===== src/rtl/gpr_file_if.sv =====
// Bus bundle for gpr_file: one write port, two read ports with zero-force,
// the clear request and the ready flag. clk and reset stay outside the bundle.
interface gpr_file_if #(
  parameter int n  = 8,
  parameter int AW = 3
);
  logic          we;
  logic [AW-1:0] waddr;
  logic [n-1:0]  wdata;
  logic [AW-1:0] raddr1;
  logic [AW-1:0] raddr2;
  logic          zsel1;
  logic          zsel2;
  logic          clr;
  logic [n-1:0]  rdata1;
  logic [n-1:0]  rdata2;
  logic          ready;

  modport master (
    output we, waddr, wdata, raddr1, raddr2, zsel1, zsel2, clr,
    input  rdata1, rdata2, ready
  );

  modport slave (
    input  we, waddr, wdata, raddr1, raddr2, zsel1, zsel2, clr,
    output rdata1, rdata2, ready
  );
endinterface


===== src/rtl/gpr_file.sv =====
// Parametrised picoMIPS register file: 2^AW entries of n bits, register 0
// hard-wired to zero, two combinational read ports, one synchronous write
// port, optional write-to-read forwarding and a sequential clear sweep that
// must finish (ready=1) before the file can be read or written.
module gpr_file #(
  parameter int n      = 8,
  parameter int AW     = 3,
  parameter int BYPASS = 1
) (
  input  logic        clk,
  input  logic        reset,
  gpr_file_if.slave   bus
);

  localparam int            DEPTH = 1 << AW;
  localparam logic [AW-1:0] ONE   = AW'(1);
  localparam logic [AW-1:0] LAST  = AW'(DEPTH - 1);

  typedef enum logic {CLEAR, RUN} state_t;

  state_t        r_state;
  logic [AW-1:0] r_cnt;
  logic          r_ready;
  logic [n-1:0]  r_gpr [DEPTH-1:1];

  logic          w_wrEn;
  logic [AW-1:0] w_wrAddr;
  logic [n-1:0]  w_wrData;
  logic          w_fwd1;
  logic          w_fwd2;
  logic [n-1:0]  w_rd1;
  logic [n-1:0]  w_rd2;

  // Sweep/run controller: reset and clr both restart the sweep at register 1;
  // ready is registered and rises on the edge that clears the last register.
  always_ff @(posedge clk) begin
    if (reset) begin
      r_state <= CLEAR;
      r_cnt   <= ONE;
      r_ready <= 1'b0;
    end else begin
      case (r_state)
        CLEAR: begin
          if (r_cnt == LAST) begin
            r_state <= RUN;
            r_ready <= 1'b1;
          end else begin
            r_cnt <= r_cnt + ONE;
          end
        end
        RUN: begin
          if (bus.clr) begin
            r_state <= CLEAR;
            r_cnt   <= ONE;
            r_ready <= 1'b0;
          end
        end
        default: begin
          r_state <= CLEAR;
          r_cnt   <= ONE;
          r_ready <= 1'b0;
        end
      endcase
    end
  end

  // Select the single storage write of this edge: the sweep zeroes gpr[cnt],
  // otherwise a user write lands unless clr wins or it targets register 0.
  always_comb begin
    w_wrEn   = 1'b0;
    w_wrAddr = r_cnt;
    w_wrData = '0;
    if (!reset) begin
      if (r_state == CLEAR) begin
        w_wrEn = 1'b1;
      end else if (!bus.clr && bus.we && (bus.waddr != '0)) begin
        w_wrEn   = 1'b1;
        w_wrAddr = bus.waddr;
        w_wrData = bus.wdata;
      end
    end
  end

  // Storage array; there is no entry for register 0 and no reset on data.
  always_ff @(posedge clk) begin
    if (w_wrEn) begin
      r_gpr[w_wrAddr] <= w_wrData;
    end
  end

  // Forwarding hits: a write that will actually commit this edge to the
  // address being read (only meaningful while ready, which implies RUN).
  always_comb begin
    w_fwd1 = (BYPASS != 0) && bus.we && !bus.clr && (bus.waddr == bus.raddr1);
    w_fwd2 = (BYPASS != 0) && bus.we && !bus.clr && (bus.waddr == bus.raddr2);
  end

  // Read port 1: zero-force, not-ready and register 0 all read as zero.
  always_comb begin
    w_rd1 = '0;
    if (!bus.zsel1 && r_ready && (bus.raddr1 != '0)) begin
      if (w_fwd1) begin
        w_rd1 = bus.wdata;
      end else begin
        w_rd1 = r_gpr[bus.raddr1];
      end
    end
  end

  // Read port 2: same priority as port 1, fully independent of it.
  always_comb begin
    w_rd2 = '0;
    if (!bus.zsel2 && r_ready && (bus.raddr2 != '0)) begin
      if (w_fwd2) begin
        w_rd2 = bus.wdata;
      end else begin
        w_rd2 = r_gpr[bus.raddr2];
      end
    end
  end

  assign bus.rdata1 = w_rd1;
  assign bus.rdata2 = w_rd2;
  assign bus.ready  = r_ready;

endmodule

===== src/flat_wrapper.sv =====
// flat-port wrapper written by rule: the top's interface ports become plain ports
module gpr_file_flat 
#(
  parameter int n      = 8,
  parameter int AW     = 3,
  parameter int BYPASS = 1
)
  (clk, reset, bus_we, bus_waddr, bus_wdata, bus_raddr1, bus_raddr2, bus_zsel1, bus_zsel2, bus_clr, bus_rdata1, bus_rdata2, bus_ready);
  gpr_file_if #(.n(n), .AW(AW)) bus_i ();
  input  logic clk;
  input  logic reset;
  input wire logic [$bits(bus_i.we)-1:0] bus_we;
  input wire logic [$bits(bus_i.waddr)-1:0] bus_waddr;
  input wire logic [$bits(bus_i.wdata)-1:0] bus_wdata;
  input wire logic [$bits(bus_i.raddr1)-1:0] bus_raddr1;
  input wire logic [$bits(bus_i.raddr2)-1:0] bus_raddr2;
  input wire logic [$bits(bus_i.zsel1)-1:0] bus_zsel1;
  input wire logic [$bits(bus_i.zsel2)-1:0] bus_zsel2;
  input wire logic [$bits(bus_i.clr)-1:0] bus_clr;
  output wire logic [$bits(bus_i.rdata1)-1:0] bus_rdata1;
  output wire logic [$bits(bus_i.rdata2)-1:0] bus_rdata2;
  output wire logic [$bits(bus_i.ready)-1:0] bus_ready;
  assign bus_i.we = bus_we;
  assign bus_i.waddr = bus_waddr;
  assign bus_i.wdata = bus_wdata;
  assign bus_i.raddr1 = bus_raddr1;
  assign bus_i.raddr2 = bus_raddr2;
  assign bus_i.zsel1 = bus_zsel1;
  assign bus_i.zsel2 = bus_zsel2;
  assign bus_i.clr = bus_clr;
  assign bus_rdata1 = bus_i.rdata1;
  assign bus_rdata2 = bus_i.rdata2;
  assign bus_ready = bus_i.ready;
  gpr_file #(.n(n), .AW(AW), .BYPASS(BYPASS)) u_core (.clk(clk), .reset(reset), .bus(bus_i));
endmodule

===== config.mk =====
export PLATFORM = sky130hd
export DESIGN_NAME = gpr_file_flat
export DESIGN_NICKNAME = d
export VERILOG_FILES = /design/src/rtl/gpr_file_if.sv /design/src/rtl/gpr_file.sv /design/src/flat_wrapper.sv
export SDC_FILE = /design/constraint.sdc
export NUM_CORES = 1
export LEC_CHECK = 0
export ABC_AREA = 1
export CAP_MARGIN = 5
export CORE_AREA = 2 2 93 95
export CTS_CLUSTER_DIAMETER = 30
export DETAILED_ROUTE_END_ITERATION = 8
export DIE_AREA = 0 0 95 97
export SETUP_SLACK_MARGIN = 0.5
export SLEW_MARGIN = 10
export SYNTH_ARGS = -nofsm -noshare
export SYNTH_HDL_FRONTEND = slang
export SYNTH_SLANG_ARGS = --single-unit

===== constraint.sdc =====
create_clock -name clk -period 5.5 [get_ports clk]
set_input_delay 1.65 -clock clk [delete_from_list [all_inputs] [get_ports clk]]
set_output_delay 1.65 -clock clk [all_outputs]
set_load 0.01 [all_outputs]

# After elaboration in Yosys (flattened, before gate mapping)

Memory sizes are Yosys's and may differ from the RTL's.
Cells that the tools add are included.

Muxes and demuxes: 24
Shift operators: 0
Equal/unequal tests: 6
Bitwise operators: 1
$lt $le $gt $ge: 0
Reduce and logical (&&, ||, !) cells: 16
Div/mod/pow operators: 0
$add $sub $neg: 1
Multipliers: 0

Operators with widths:

| kind                                          | number |
|---|---|
| 2-to-1 mux 8 bit                              | 7 |
| 2-to-1 mux 3 bit                              | 5 |
| 2-to-1 mux 1 bit                              | 9 |
| nonzero test 3 bit                            | 3 |
| logical AND 1 bit                             | 8 |
| equality test 3 bit                           | 2 |
| one-hot mux 3 bit (2 select lines)            | 1 |
| != test 2 bit, second input constant          | 2 |
| one-hot mux 1 bit (2 select lines)            | 2 |
| AND reduction 2 bit                           | 2 |
| adder 3 x 1 -> 3 bit, second input constant   | 1 |
| equality test 3 bit, second input constant    | 1 |
| logical NOT 1 bit                             | 3 |
| != test 2 x 1 -> 1 bit, second input constant | 1 |
| inverter 1 bit                                | 1 |

Latch bits: 0
Register bits after elaboration: 5
Memory bits (read-only): 0
Memories kept: 1
Memory bits (writable): 56
Output and inout port bits: 17
Logic and storage cells: 52
Input bits: 23

Memory list:

| name         | depth | bits a word | read ports | clocked after memory_dff | write ports | line           | RTL |
|---|---|---|---|---|---|---|---|
| u_core.r_gpr | 7     | 8           | 2          | 0                        | 1           | gpr_file.sv:24 | `logic [n-1:0] r_gpr [DEPTH-1:1];` |

# Logic depth before layout (Yosys ltp)

Gate-level depths: netlist of run 1.

Word-level depth: 8
Depth in mapped cells: 10
Mapped depth without buffers: 8

# Worst setup path after synthesis of run 1

OpenSTA, ideal clock, no wires.

Path type: input to output
From: input port bus_raddr2[0]
To: output port bus_rdata2[6]
Arrival: 2.494 ns
Slack: 1.356 ns
Required time: 3.850 ns
Path buffers: 2
Stages: 9
Cell sequence: buf_4 > inv_6 > nand2_1 > nand2_1 > nor2_2 > nand2_2 > buf_6 > nand3_1 > a21oi_2

Cells in the longest elaborated chain, start to end: 4
Elaborated cells between the ends (all ways): 7
Those cells by class: eq/ne: 1; mux: 2; reduce/logical: 3; memory: 1

RTL lines:

| what                                                                       | line               | RTL |
|---|---|---|
| start, declared                                                            | flat_wrapper.sv:16 | `input wire logic [$bits(bus_i.raddr2)-1:0] bus_raddr2;` |
| parallel branches: the longest is 3 deep, another holds memory (7 x 8 bit) | --                 |  |
| 2-to-1 mux 8 bit (*)                                                       | gpr_file.sv:113    | `if (!bus.zsel2 && r_ready && (bus.raddr2 != '0)) begin` |
| end, declared                                                              | flat_wrapper.sv:21 | `output wire logic [$bits(bus_i.rdata2)-1:0] bus_rdata2;` |

Mark *: on every way between the ends.

# Worst setup path in the final report of run 1

From: input port bus_we
To: output port bus_rdata2[3]

Cells in the longest elaborated chain, start to end: 4

RTL lines:

| what                            | line               | RTL |
|---|---|---|
| start, declared                 | flat_wrapper.sv:12 | `input wire logic [$bits(bus_i.we)-1:0] bus_we;` |
| logical AND 1 bit (2 in series) | gpr_file.sv:95     | `w_fwd2 = (BYPASS != 0) && bus.we && !bus.clr && (bus.waddr == bus.raddr2);` |
| 2-to-1 mux 8 bit                | gpr_file.sv:114    | `if (w_fwd2) begin` |
| 2-to-1 mux 8 bit                | gpr_file.sv:113    |  |

Every way passes these cells.

==> flow_metrics.env, run 1 <==
export IMPL_status="finished, final reports clean"
export IMPL_vias=3262
export IMPL_synth_area_top_cells="sky130_fd_sc_hd__edfxtp_1 47%, sky130_fd_sc_hd__nand2_1 15%, sky130_fd_sc_hd__nand3_1 7.7%"
export IMPL_groute_layer_met3_usage_pct=4.44
export IMPL_cts_buffer_depth=2
export IMPL_start_util_pct=43.8
export IMPL_power_per_cell_area_nw_per_um2=279
export IMPL_io_pins=40
export IMPL_p_int_uw=822
export IMPL_worst_r2r_path_depth=8
export IMPL_grt_pass1_wl_mm=16.5
export IMPL_hold_violations=0
export IMPL_power_switching_uw=396
export IMPL_synth_simple_area_share_pct=32.7
export IMPL_fp_dieW_um=95
export IMPL_ant_nets=0
export IMPL_detailedRoute_firstPassIterationCount=5
export IMPL_critical_path_reg2reg_endpoint="u_core.r_gpr[4][0]$_DFFE_PP_"
export IMPL_synth_mux_area_share_pct=0
export IMPL_synth_nets=457
export IMPL_final_setup_skew_ps=10.0
export IMPL_synth_top_area_share_pct=47.2
export IMPL_drive_above_1_share_pct=16.1
export IMPL_final_wl_mm=10.7
export IMPL_final_cell_area_um2=4360
export IMPL_use_met2_pct=34.5
export IMPL_h_tree_depth=3
export IMPL_wire_per_inst_um=18.0
export IMPL_power_static_leakage_nw=1.88
export IMPL_end_kind="output port"
export IMPL_synthXorXnorAreaFrac_pct=0.947
export IMPL_worstSetupStartpointType="primary input"
export IMPL_synth_area_leader="sky130_fd_sc_hd__edfxtp_1"
export IMPL_die_height_um=97
export IMPL_critical_path_cell_sequence="clkdlybuf4s50_1 > inv_2 > nor2_4 > nand2_2 > nor2_4 > nand2_4 > buf_4 > nand2_1 > nor2_1 > nor2_1 > dlygate4sd2_1"
export IMPL_sequentialPowerShare_pct=48.0
export IMPL_cts_hold_fix_buffers=0
export IMPL_ys_seq_elements=61
export IMPL_vias_in_the_first_global_route=3134
export IMPL_setup_worst_path_class="primary input to output port"
export IMPL_most_common_cell_after_layout_fill_and_taps_aside="sky130_fd_sc_hd__nand2_1"
export IMPL_routabilityCongestion=0.903
export IMPL_fmax_mhz=204
export IMPL_adder_cell_fraction_of_synth_area_pct=0.702
export IMPL_endpoint="bus_rdata2[3]"
export IMPL_tns_ps=0
export IMPL_design_final_nets=511
export IMPL_clock_insertion_delay_worst_skew_ps=350
export IMPL_relSlewSlack_pct=34.7
export IMPL_numCtsBuffers=9
export IMPL_worst_hold_path_type="flop to flop"
export IMPL_critPathLaunch="bus_we"
export IMPL_place_inst=568
export IMPL_tightest_slew_ps=976
export IMPL_detailed_place_area_um2=4060
export IMPL_multi_input_combinational_cell_area_um2=1550
export IMPL_final_seq_area_um2=1780
export IMPL_grt_overflow=0
export IMPL_setup_viol=0
export IMPL_worst_setup_hold_path_clk_slew_ps=70
export IMPL_io_buffer_count=39
export IMPL_clock_power_share_pct=29.5
export IMPL_initial_antenna_violation_count=0
export IMPL_most_common_layout_cells="137 x sky130_fd_sc_hd__nand2_1, 56 x sky130_fd_sc_hd__edfxtp_1, 55 x sky130_fd_sc_hd__nand3_1"
export IMPL_critical_path_required_ps=3850
export IMPL_met1_usage_pct=35.4
export IMPL_grt_setup_unrepaired="true"
export IMPL_max_stage_delay_cell_worst_path="sky130_fd_sc_hd__clkdlybuf4s50_1"
export IMPL_r2r_setup_slk_ps=3080
export IMPL_hpwlAfterDp_mm=7.18
export IMPL_cts_tree="yes"
export IMPL_viasPerCell=5.47
export IMPL_final_cells=596
export IMPL_syn_instance_count=432
export IMPL_switching_share_pct=32.5
export IMPL_period_needed_ps=4900
export IMPL_synthesis_area_per_instance_um2=8.25
export IMPL_largest_net_degree_at_the_start_of_global_routing=25
export IMPL_yosysWarningCount=0
export IMPL_clock_root_buffer="sky130_fd_sc_hd__clkbuf_8"
export IMPL_max_cap_check_violation_count=0
export IMPL_launch_instance_of_the_worst_register_to_register_path="u_core.r_state$_SDFF_PP0_"
export IMPL_distinct_cell_type_count_of_the_synthesized_netlist=32
export IMPL_clock_sinks=61
export IMPL_dieArea_um2=9220
export IMPL_seq_area_frac_synth_pct=50.0
export IMPL_combinational_family_with_the_most_area_after_synthesis="simple AND/OR/NAND/NOR gates"
export IMPL_max_ir_drop_vdd_mv=0.134
export IMPL_crit_fanout=5
export IMPL_worst_hold_slack_ps=508
export IMPL_maxSlewViolCount=0
export IMPL_synth_compound_area_share_pct=8.49
export IMPL_ant_diodes=0
export IMPL_row_count=33
export IMPL_core_area_um2=8130
export IMPL_drt_initial_violations=379
export IMPL_comb_power_share_pct=22.5
export IMPL_synthesis_area_um2=3570
export IMPL_grt_peak_use_layer="met1"
export IMPL_fillers=786
export IMPL_grt_util_all_layers_pct=24.1
export IMPL_arrival_ps=3250
export IMPL_area_growth_syn_to_layout_pct=22.4
export IMPL_cpPeakStageDelay_ps=470
export IMPL_post_route_drc_count=0
export IMPL_finalCritPeriodShare_pct=89.0
==> metrics by stage <==
step | util (%) | setup WS, ps | power, mW
floorplan | - | 1360 | 0.764
global placement | 49.9 | 147 | 0.855
detailed placement | 49.9 | 119 | 0.859
CTS | 53.2 | 377 | 1.22
global route | 53.6 | 495 | 1.28
finish | 53.6 | 604 | 1.22
==> Yosys cell counts, drive strengths merged <==
| library cell | number |
|---|---|
| nand2 | 145 |
| nand3 | 58 |
| edfxtp | 56 |
| nor2 | 56 |
| inv | 28 |
| a21oi | 21 |
| buf | 20 |
| o211ai | 15 |
| o21ai | 10 |
| dfxtp | 5 |
| nor3 | 4 |
| nand4 | 3 |
| xor2 | 3 |
| clkinv | 2 |
| ha | 2 |
| a31oi | 1 |
| a32o | 1 |
| clkbuf | 1 |
| or2 | 1 |
==> how the worst min path moves through the flow <==
stage                                 startpoint                      endpoint  slack, ps  cells past startpoint
finish              u_core.r_cnt[1]$_SDFFE_PP0P_  u_core.r_cnt[1]$_SDFFE_PP0P_        510                      1
global route        u_core.r_cnt[1]$_SDFFE_PP0P_  u_core.r_cnt[1]$_SDFFE_PP0P_        540                      1
CTS                 u_core.r_cnt[1]$_SDFFE_PP0P_  u_core.r_cnt[1]$_SDFFE_PP0P_        510                      1
detailed placement  u_core.r_cnt[1]$_SDFFE_PP0P_  u_core.r_cnt[1]$_SDFFE_PP0P_        490                      1
global placement    u_core.r_cnt[1]$_SDFFE_PP0P_  u_core.r_cnt[1]$_SDFFE_PP0P_        490                      1
floorplan           u_core.r_cnt[1]$_SDFFE_PP0P_  u_core.r_cnt[1]$_SDFFE_PP0P_        470                      1
==> cell families after synthesis <==
logic type,Yosys count
buf+inv,51
simple gates,267
xor+xnor,3
fa+ha+maj,2
compound gates,48
flops,61
==> power by group through the flow <==
stage	combinational, mW	clock, mW	sequential [mW]
2_1_floorplan	0.180	0	0.584
3_3_place_gp	0.261	0	0.594
3_5_place_dp	0.266	0	0.593
4_1_cts	0.272	0.368	0.584
5_1_grt	0.310	0.383	0.588
6_report	0.275	0.359	0.584
==> timing repair <==
item / in CTS / in global routing
cloned: 1 / 1
setup buffers: 8 / 2
gates resized for setup: 34 / 9
pin swaps: 4 / 4
setup endpoints to repair: 16 / 6
==> final cells by class <==
type	count	area share [%]
Clock buffer	9	2.84
Clock inverter	7	1.18
Inverter	30	2.81
Multi-Input combinational cell	321	35.5
Sequential cell	61	40.8
Tap cell	105	3.01
Timing Repair Buffer	63	13.9
==> metal layers <==
layer	share of wire, %	wire, um
met1	45	4810
met2	42	4540
met3	9.6	1030
met4	3.1	331
met5	0	0
==> critical path, delay by kind of cell <==
kind	cells	cell delay (ps)
buf+inv	4	960
simple gates	7	640
==> sequential cells by signal (all words and copies together), names as in the netlist <==
register / cells
u_core.r_gpr: 56
u_core.r_cnt: 3
u_core.bus.ready: 1
u_core.r_state: 1
Note: power is estimated with default switching activity, not from simulation.
==> run 2, diff against run 1 <==
--- a/config.mk
+++ b/config.mk
@@ -5,12 +5,12 @@
 export SDC_FILE = /design/constraint.sdc
 export NUM_CORES = 1
 export LEC_CHECK = 0
-export ABC_AREA = 1
 export CAP_MARGIN = 5
-export CORE_AREA = 2 2 93 95
+export CORE_AREA = 2 2 90 92
 export CTS_CLUSTER_DIAMETER = 30
 export DETAILED_ROUTE_END_ITERATION = 8
-export DIE_AREA = 0 0 95 97
+export DIE_AREA = 0 0 92 94
+export PLACE_DENSITY = 0.66
 export SETUP_SLACK_MARGIN = 0.5
 export SLEW_MARGIN = 10
 export SYNTH_ARGS = -nofsm -noshare
==> flow_metrics.env, run 2 <==
export IMPL_status="finished, final reports clean"
export IMPL_worst_hold_path_type="flop to flop"
export IMPL_end_kind="output port"
export IMPL_most_common_layout_cells="56 x sky130_fd_sc_hd__edfxtp_1, 42 x sky130_fd_sc_hd__nor2_1, 35 x sky130_fd_sc_hd__buf_4"
export IMPL_critical_path_reg2reg_endpoint="u_core.r_gpr[6][2]$_DFFE_PP_"
export IMPL_netlist_top_cells_count="56 x sky130_fd_sc_hd__edfxtp_1, 42 x sky130_fd_sc_hd__nor2_1, 32 x sky130_fd_sc_hd__a211oi_1"
export IMPL_core_area_um2=7610
export IMPL_hp_start="u_core.r_cnt[0]$_SDFFE_PP1P_"
export IMPL_setup_worst_path_class="primary input to output port"
export IMPL_vias_in_the_first_global_route=2656
export IMPL_period_needed_ps=5000
export IMPL_largest_net_degree_at_the_start_of_global_routing=24
export IMPL_ant_nets=0
export IMPL_dieArea_um2=8650
export IMPL_final_cells=444
export IMPL_setup_slack_at_placement_ps=-62.6
export IMPL_synth_top_area_share_pct=49.4
export IMPL_synth_simple_area_share_pct=13.1
export IMPL_cts_buffer_depth=2
export IMPL_io_pins=40
export IMPL_drt_initial_violations=155
export IMPL_final_core_util_pct=60.4
export IMPL_hold_end="u_core.r_cnt[0]$_SDFFE_PP1P_"
export IMPL_tns_ps=0
export IMPL_vias=2603
export IMPL_groute_layer_met3_usage_pct=5.70
export IMPL_ys_seq_elements=61
export IMPL_launch_instance_of_the_worst_register_to_register_path="u_core.r_state$_SDFF_PP0_"
export IMPL_yosysWarningCount=0
export IMPL_grt_overflow=0
export IMPL_met1_usage_pct=28.2
export IMPL_r2r_setup_slk_ps=3160
export IMPL_synth_compound_area_share_pct=9.56
export IMPL_synth_edff_count=56
export IMPL_reg_largest_list="u_core.r_gpr x56, u_core.r_cnt x3"
export IMPL_final_wl_mm=9.29
export IMPL_synth_mux_area_share_pct=18.0
export IMPL_synth_async_reset_ratio_pct=0
export IMPL_grt_peak_use_layer="met2"
export IMPL_grt_util_all_layers_pct=22.9
export IMPL_seq_area_frac_synth_pct=52.4
export IMPL_numCtsBuffers=9
export IMPL_io_buffer_count=39
export IMPL_hpwlAfterDp_mm=6.03
export IMPL_worstSetupStartpointType="primary input"
export IMPL_max_ir_drop_vdd_mv=0.202
export IMPL_adder_cell_fraction_of_synth_area_pct=0.736
export IMPL_max_stage_delay_cell_worst_path="sky130_fd_sc_hd__clkdlybuf4s50_1"
export IMPL_tightest_slew_ps=669
export IMPL_syn_instance_count=261
export IMPL_setup_viol=0
export IMPL_crit_fanout=4
export IMPL_synthesis_area_um2=3400
export IMPL_synth_area_leader="sky130_fd_sc_hd__edfxtp_1"
export IMPL_most_common_cell_after_layout_fill_and_taps_aside="sky130_fd_sc_hd__edfxtp_1"
export IMPL_arrival_ps=3350
export IMPL_worst_setup_hold_path_clk_slew_ps=70
export IMPL_fp_dieW_um=92
export IMPL_wire_per_inst_um=20.9
export IMPL_maxSlewViolCount=0
export IMPL_grt_pass1_wl_mm=14.3
export IMPL_cpPeakStageDelay_ps=610
export IMPL_start_util_pct=44.7
export IMPL_ant_diodes=0
export IMPL_area_growth_syn_to_layout_pct=35.1
export IMPL_post_route_worst_setup_slack_ps=498
export IMPL_post_route_drc_count=0
export IMPL_cts_hold_fix_buffers=0
export IMPL_synthesis_area_per_instance_um2=13.0
export IMPL_distinct_cell_type_count_of_the_synthesized_netlist=33
export IMPL_initial_antenna_violation_count=0
export IMPL_regMostFlops="u_core.r_gpr"
export IMPL_relSlewSlack_pct=55.3
export IMPL_clock_root_buffer="sky130_fd_sc_hd__clkbuf_8"
export IMPL_design_final_nets=362
export IMPL_use_met2_pct=37.9
export IMPL_final_cell_area_um2=4600
export IMPL_finalCritPeriodShare_pct=90.9
export IMPL_clock_sinks=61
export IMPL_crit_buf_inv=3
export IMPL_row_count=32
export IMPL_place_inst=410
export IMPL_drive_above_1_share_pct=31.0
export IMPL_final_setup_skew_ps=4.89
export IMPL_finalPower_mw=1.21
export IMPL_fmax_mhz=200
export IMPL_hold_violations=0
export IMPL_combinational_family_with_the_most_area_after_synthesis="multiplexers"
export IMPL_synthXorXnorAreaFrac_pct=1.54
export IMPL_clock_insertion_delay_worst_skew_ps=340
export IMPL_routabilityCongestion=0.784
export IMPL_cts_tree="yes"
export IMPL_grt_setup_unrepaired="true"
export IMPL_detailedRoute_firstPassIterationCount=4
export IMPL_synth_flop_cell="sky130_fd_sc_hd__edfxtp_1"
export IMPL_largest_reg_flops=56
export IMPL_worst_r2r_path_depth=4
export IMPL_viasPerCell=5.86
export IMPL_power_per_cell_area_nw_per_um2=263
export IMPL_die_height_um=94
export IMPL_max_cap_check_violation_count=0
export IMPL_critical_path_cell_sequence="clkdlybuf4s50_1 > xnor2_2 > and4_1 > buf_4 > a211oi_2 > nor3_1 > dlygate4sd2_1"
export IMPL_synth_area_top_cells="sky130_fd_sc_hd__edfxtp_1 49%, sky130_fd_sc_hd__mux4_1 11%, sky130_fd_sc_hd__a211oi_1 7.1%"
export IMPL_critical_path_required_ps=3850
export IMPL_holdPathStages=1
export IMPL_synth_nets=286
export IMPL_worst_hold_slack_ps=552
export IMPL_yosysMostFrequentCell="sky130_fd_sc_hd__edfxtp_1"
export IMPL_power_static_leakage_nw=1.76
export IMPL_detailed_place_area_um2=4040
export IMPL_h_tree_depth=3
export IMPL_critical_path_top_delay_family="buffers and inverters"
run 2: changes by cell type in the layout (fill, tap and decap cells not counted), moves of 13 or more:
cell | before | now
sky130_fd_sc_hd__a21oi_1 | 20 | 1
sky130_fd_sc_hd__buf_4 | 19 | 35
sky130_fd_sc_hd__nand2_1 | 137 | 6
sky130_fd_sc_hd__a211oi_1 | 0 | 20
sky130_fd_sc_hd__nand3_1 | 55 | 0
sky130_fd_sc_hd__o211ai_1 | 15 | 1
sky130_fd_sc_hd__mux2i_1 | 0 | 20
sky130_fd_sc_hd__dlygate4sd2_1 | 18 | 5
run 2: final cells by class:
class                   instances  area (um^2)
clock buffers                   9          124
repair buffers                 85          861
fillers                       614         3010
inverters                       5         18.8
well taps                     102          128
multi-input cells             175         1590
clock inverters                 7         97.6
flip-flops and latches         61         1780
run 2: metal layers:
metal | up-vias | wire [um]
met5 | - | 0
met4 | 0 | 349
met3 | 37 | 648
met2 | 117 | 4560
met1 | 1276 | 3720
li1 | 1173 | -
run 2: kinds of logic after synthesis:
logic type,after synthesis
multiplexers,36
buffers and inverters,25
AND/OR/NAND/NOR,89
adder cells (fa/ha/maj),2
AO/OA/AOI/OAI,42
flip-flops,61
XOR/XNOR,6
run 2: where the power goes:
part | leakage [nW] | switching (mW) | internal (mW)
clock | 0.107 | 0.186 | 0.256
combinational | 1.04 | 0.108 | 0.105
sequential | 0.612 | 0.0190 | 0.532
total | 1.76 | 0.313 | 0.894
run 2: worst max-delay path by stage:
stage	from	to	slack, ps	cells past startpoint
final	bus_waddr[2]	bus_rdata1[2]	500	7
after CTS	bus_raddr1[2]	bus_rdata1[7]	480	8
after global placement	bus_raddr2[0]	bus_rdata2[0]	-10	6
after floorplan	bus_raddr1[1]	bus_rdata1[6]	1090	6
after detailed placement	bus_raddr1[0]	bus_rdata1[7]	-60	6
after global routing	bus_waddr[2]	bus_rdata2[0]	420	7
run 2: timing repair:
item	in CTS	in global routing
buffers inserted	16	0
endpoints found under the setup margin	16	16
gates cloned	2	0
pin swaps	9	3
gates resized for setup	70	13
==> run 3, diff against run 2 <==
--- a/config.mk
+++ b/config.mk
@@ -6,12 +6,13 @@
 export NUM_CORES = 1
 export LEC_CHECK = 0
 export CAP_MARGIN = 5
-export CORE_AREA = 2 2 90 92
+export CORE_AREA = 4 4 92 94
 export CTS_CLUSTER_DIAMETER = 30
 export DETAILED_ROUTE_END_ITERATION = 8
-export DIE_AREA = 0 0 92 94
+export DIE_AREA = 0 0 96 98
 export PLACE_DENSITY = 0.66
 export SETUP_SLACK_MARGIN = 0.5
+export SKIP_CTS_REPAIR_TIMING = 1
 export SLEW_MARGIN = 10
 export SYNTH_ARGS = -nofsm -noshare
 export SYNTH_HDL_FRONTEND = slang
==> flow_metrics.env, run 3 (same netlist as run 2, synthesis figures left out) <==
export IMPL_hpwlAfterDp_mm=5.84
export IMPL_start_util_pct=44.5
export IMPL_tightest_slew_ps=910
export IMPL_multi_input_combinational_cell_area_um2=1560
export IMPL_worstSetupStartpointType="primary input"
export IMPL_p_int_uw=880
export IMPL_maxSlewViolCount=0
export IMPL_holdPathStages=1
export IMPL_critical_path_required_ps=3850
export IMPL_worst_hold_path_type="flop to flop"
export IMPL_viasPerCell=5.76
export IMPL_ant_diodes=0
export IMPL_drive_above_1_share_pct=23.5
export IMPL_comb_power_share_pct=16.9
export IMPL_crit_fanout=5
export IMPL_arrival_ps=3310
export IMPL_largest_net_degree_at_the_start_of_global_routing=18
export IMPL_clock_sinks=61
export IMPL_cpPeakStageDelay_ps=490
export IMPL_grt_overflow=0
export IMPL_core_area_um2=7650
export IMPL_wire_per_inst_um=21.6
export IMPL_dieArea_um2=9410
export IMPL_final_core_util_pct=58.3
export IMPL_power_per_cell_area_nw_per_um2=266
export IMPL_tns_ps=0
export IMPL_relSlewSlack_pct=39.0
export IMPL_area_growth_syn_to_layout_pct=31.2
export IMPL_worst_r2r_path_depth=4
export IMPL_grt_setup_unrepaired="false"
export IMPL_cts_tree="yes"
export IMPL_power_static_leakage_nw=1.95
export IMPL_fp_dieW_um=96
export IMPL_setup_slack_at_placement_ps=12.7
export IMPL_vias_in_the_first_global_route=2448
export IMPL_hold_violations=0
export IMPL_detailedRoute_firstPassIterationCount=4
export IMPL_period_needed_ps=4960
export IMPL_largest_reg_flops=56
export IMPL_most_common_layout_cells="56 x sky130_fd_sc_hd__edfxtp_1, 42 x sky130_fd_sc_hd__nor2_1, 30 x sky130_fd_sc_hd__buf_4"
export IMPL_final_setup_skew_ps=7.86
export IMPL_io_buffer_count=39
export IMPL_max_ir_drop_vdd_mv=0.127
export IMPL_most_common_cell_after_layout_fill_and_taps_aside="sky130_fd_sc_hd__edfxtp_1"
export IMPL_die_height_um=98
export IMPL_worst_setup_hold_path_clk_slew_ps=70
export IMPL_post_route_drc_count=0
export IMPL_final_seq_area_um2=1780
export IMPL_reg_largest_list="u_core.r_gpr x56, u_core.r_cnt x3"
export IMPL_finalCritPeriodShare_pct=90.1
export IMPL_ant_nets=0
export IMPL_fillers=626
export IMPL_routabilityCongestion=0.797
export IMPL_switching_share_pct=25.8
export IMPL_fmax_mhz=202
export IMPL_status="finished, final reports clean"
export IMPL_setup_viol=0
export IMPL_drt_initial_violations=208
export IMPL_numCtsBuffers=9
export IMPL_power_switching_uw=307
export IMPL_clock_insertion_delay_worst_skew_ps=340
export IMPL_critical_path_cell_sequence="clkdlybuf4s50_1 > xnor2_1 > and4_1 > buf_4 > a211oi_2 > nor3_1 > dlymetal6s2s_1"
export IMPL_final_cells=434
export IMPL_max_stage_delay_cell_worst_path="sky130_fd_sc_hd__clkdlybuf4s50_1"
export IMPL_post_route_worst_setup_slack_ps=543
export IMPL_place_inst=407
export IMPL_sequentialPowerShare_pct=46.4
export IMPL_finalPower_mw=1.19
export IMPL_design_final_nets=352
export IMPL_grt_util_all_layers_pct=19.3
export IMPL_clock_root_buffer="sky130_fd_sc_hd__clkbuf_8"
export IMPL_io_pins=40
export IMPL_cts_buffer_depth=2
export IMPL_setup_worst_path_class="primary input to output port"
export IMPL_initial_antenna_violation_count=0
export IMPL_regMostFlops="u_core.r_gpr"
export IMPL_vias=2502
export IMPL_max_cap_check_violation_count=0
export IMPL_row_count=32
export IMPL_grt_pass1_wl_mm=13.2
export IMPL_final_wl_mm=9.39
export IMPL_h_tree_depth=3
export IMPL_end_kind="output port"
export IMPL_clock_power_share_pct=36.6
export IMPL_r2r_setup_slk_ps=3230
==> run 3: worst max-delay path: cells and delay by family <==
kind | cells | cell delay (ps)
and+or+nand+nor | 2 | 500
xor gates and xnor gates | 1 | 230
AOI/OAI and AO/OA | 1 | 40
buffers and inverters | 3 | 880
==> run 3: path summary, 6_finish.rpt <==
| path | startpoint | to |
|---|---|---|
| worst max-delay path | bus_waddr[1] | bus_rdata1[1] |
| worst min-delay path | u_core.r_cnt[0]$_SDFFE_PP1P_ | u_core.r_cnt[0]$_SDFFE_PP1P_ |
| worst max register to register | u_core.r_state$_SDFF_PP0_ | u_core.r_gpr[6][0]$_DFFE_PP_ |
| worst min register to register | u_core.r_cnt[0]$_SDFFE_PP1P_ | u_core.r_cnt[0]$_SDFFE_PP1P_ |
==> run 3: final cells by class <==
class | instances | share of cell area, %
sequential | 61 | 39.9
multi-input combinational | 175 | 34.9
timing repair buffer | 75 | 17.1
tap | 102 | 2.86
clock buffer | 9 | 2.78
clock inverter | 7 | 1.99
inverter | 5 | 0.421
==> run 3: power by group through the flow <==
stage / logic [mW] / clock network (mW) / registers (mW)
floorplan: 0.112 / 0 / 0.555
global placement: 0.176 / 0 / 0.559
detailed placement: 0.179 / 0 / 0.561
CTS: 0.180 / 0.439 / 0.550
global route: 0.216 / 0.463 / 0.555
finish: 0.201 / 0.435 / 0.551
==> run 3: layer usage <==
metal | vias up | track usage [%] | wire, um
met5 | - | 0 | 0
met4 | 0 | 10.9 | 272
met3 | 22 | 4.08 | 584
met2 | 81 | 29.7 | 4660
met1 | 1243 | 24.9 | 3880
li1 | 1156 | - | -
==> run 3: metrics by stage <==
stage	instance area, um^2	hold WS [ps]
final	4460	547
after global routing	4460	575
after CTS	4210	556
after detailed placement	3990	541
after global placement	3990	531
after floorplan	3400	507
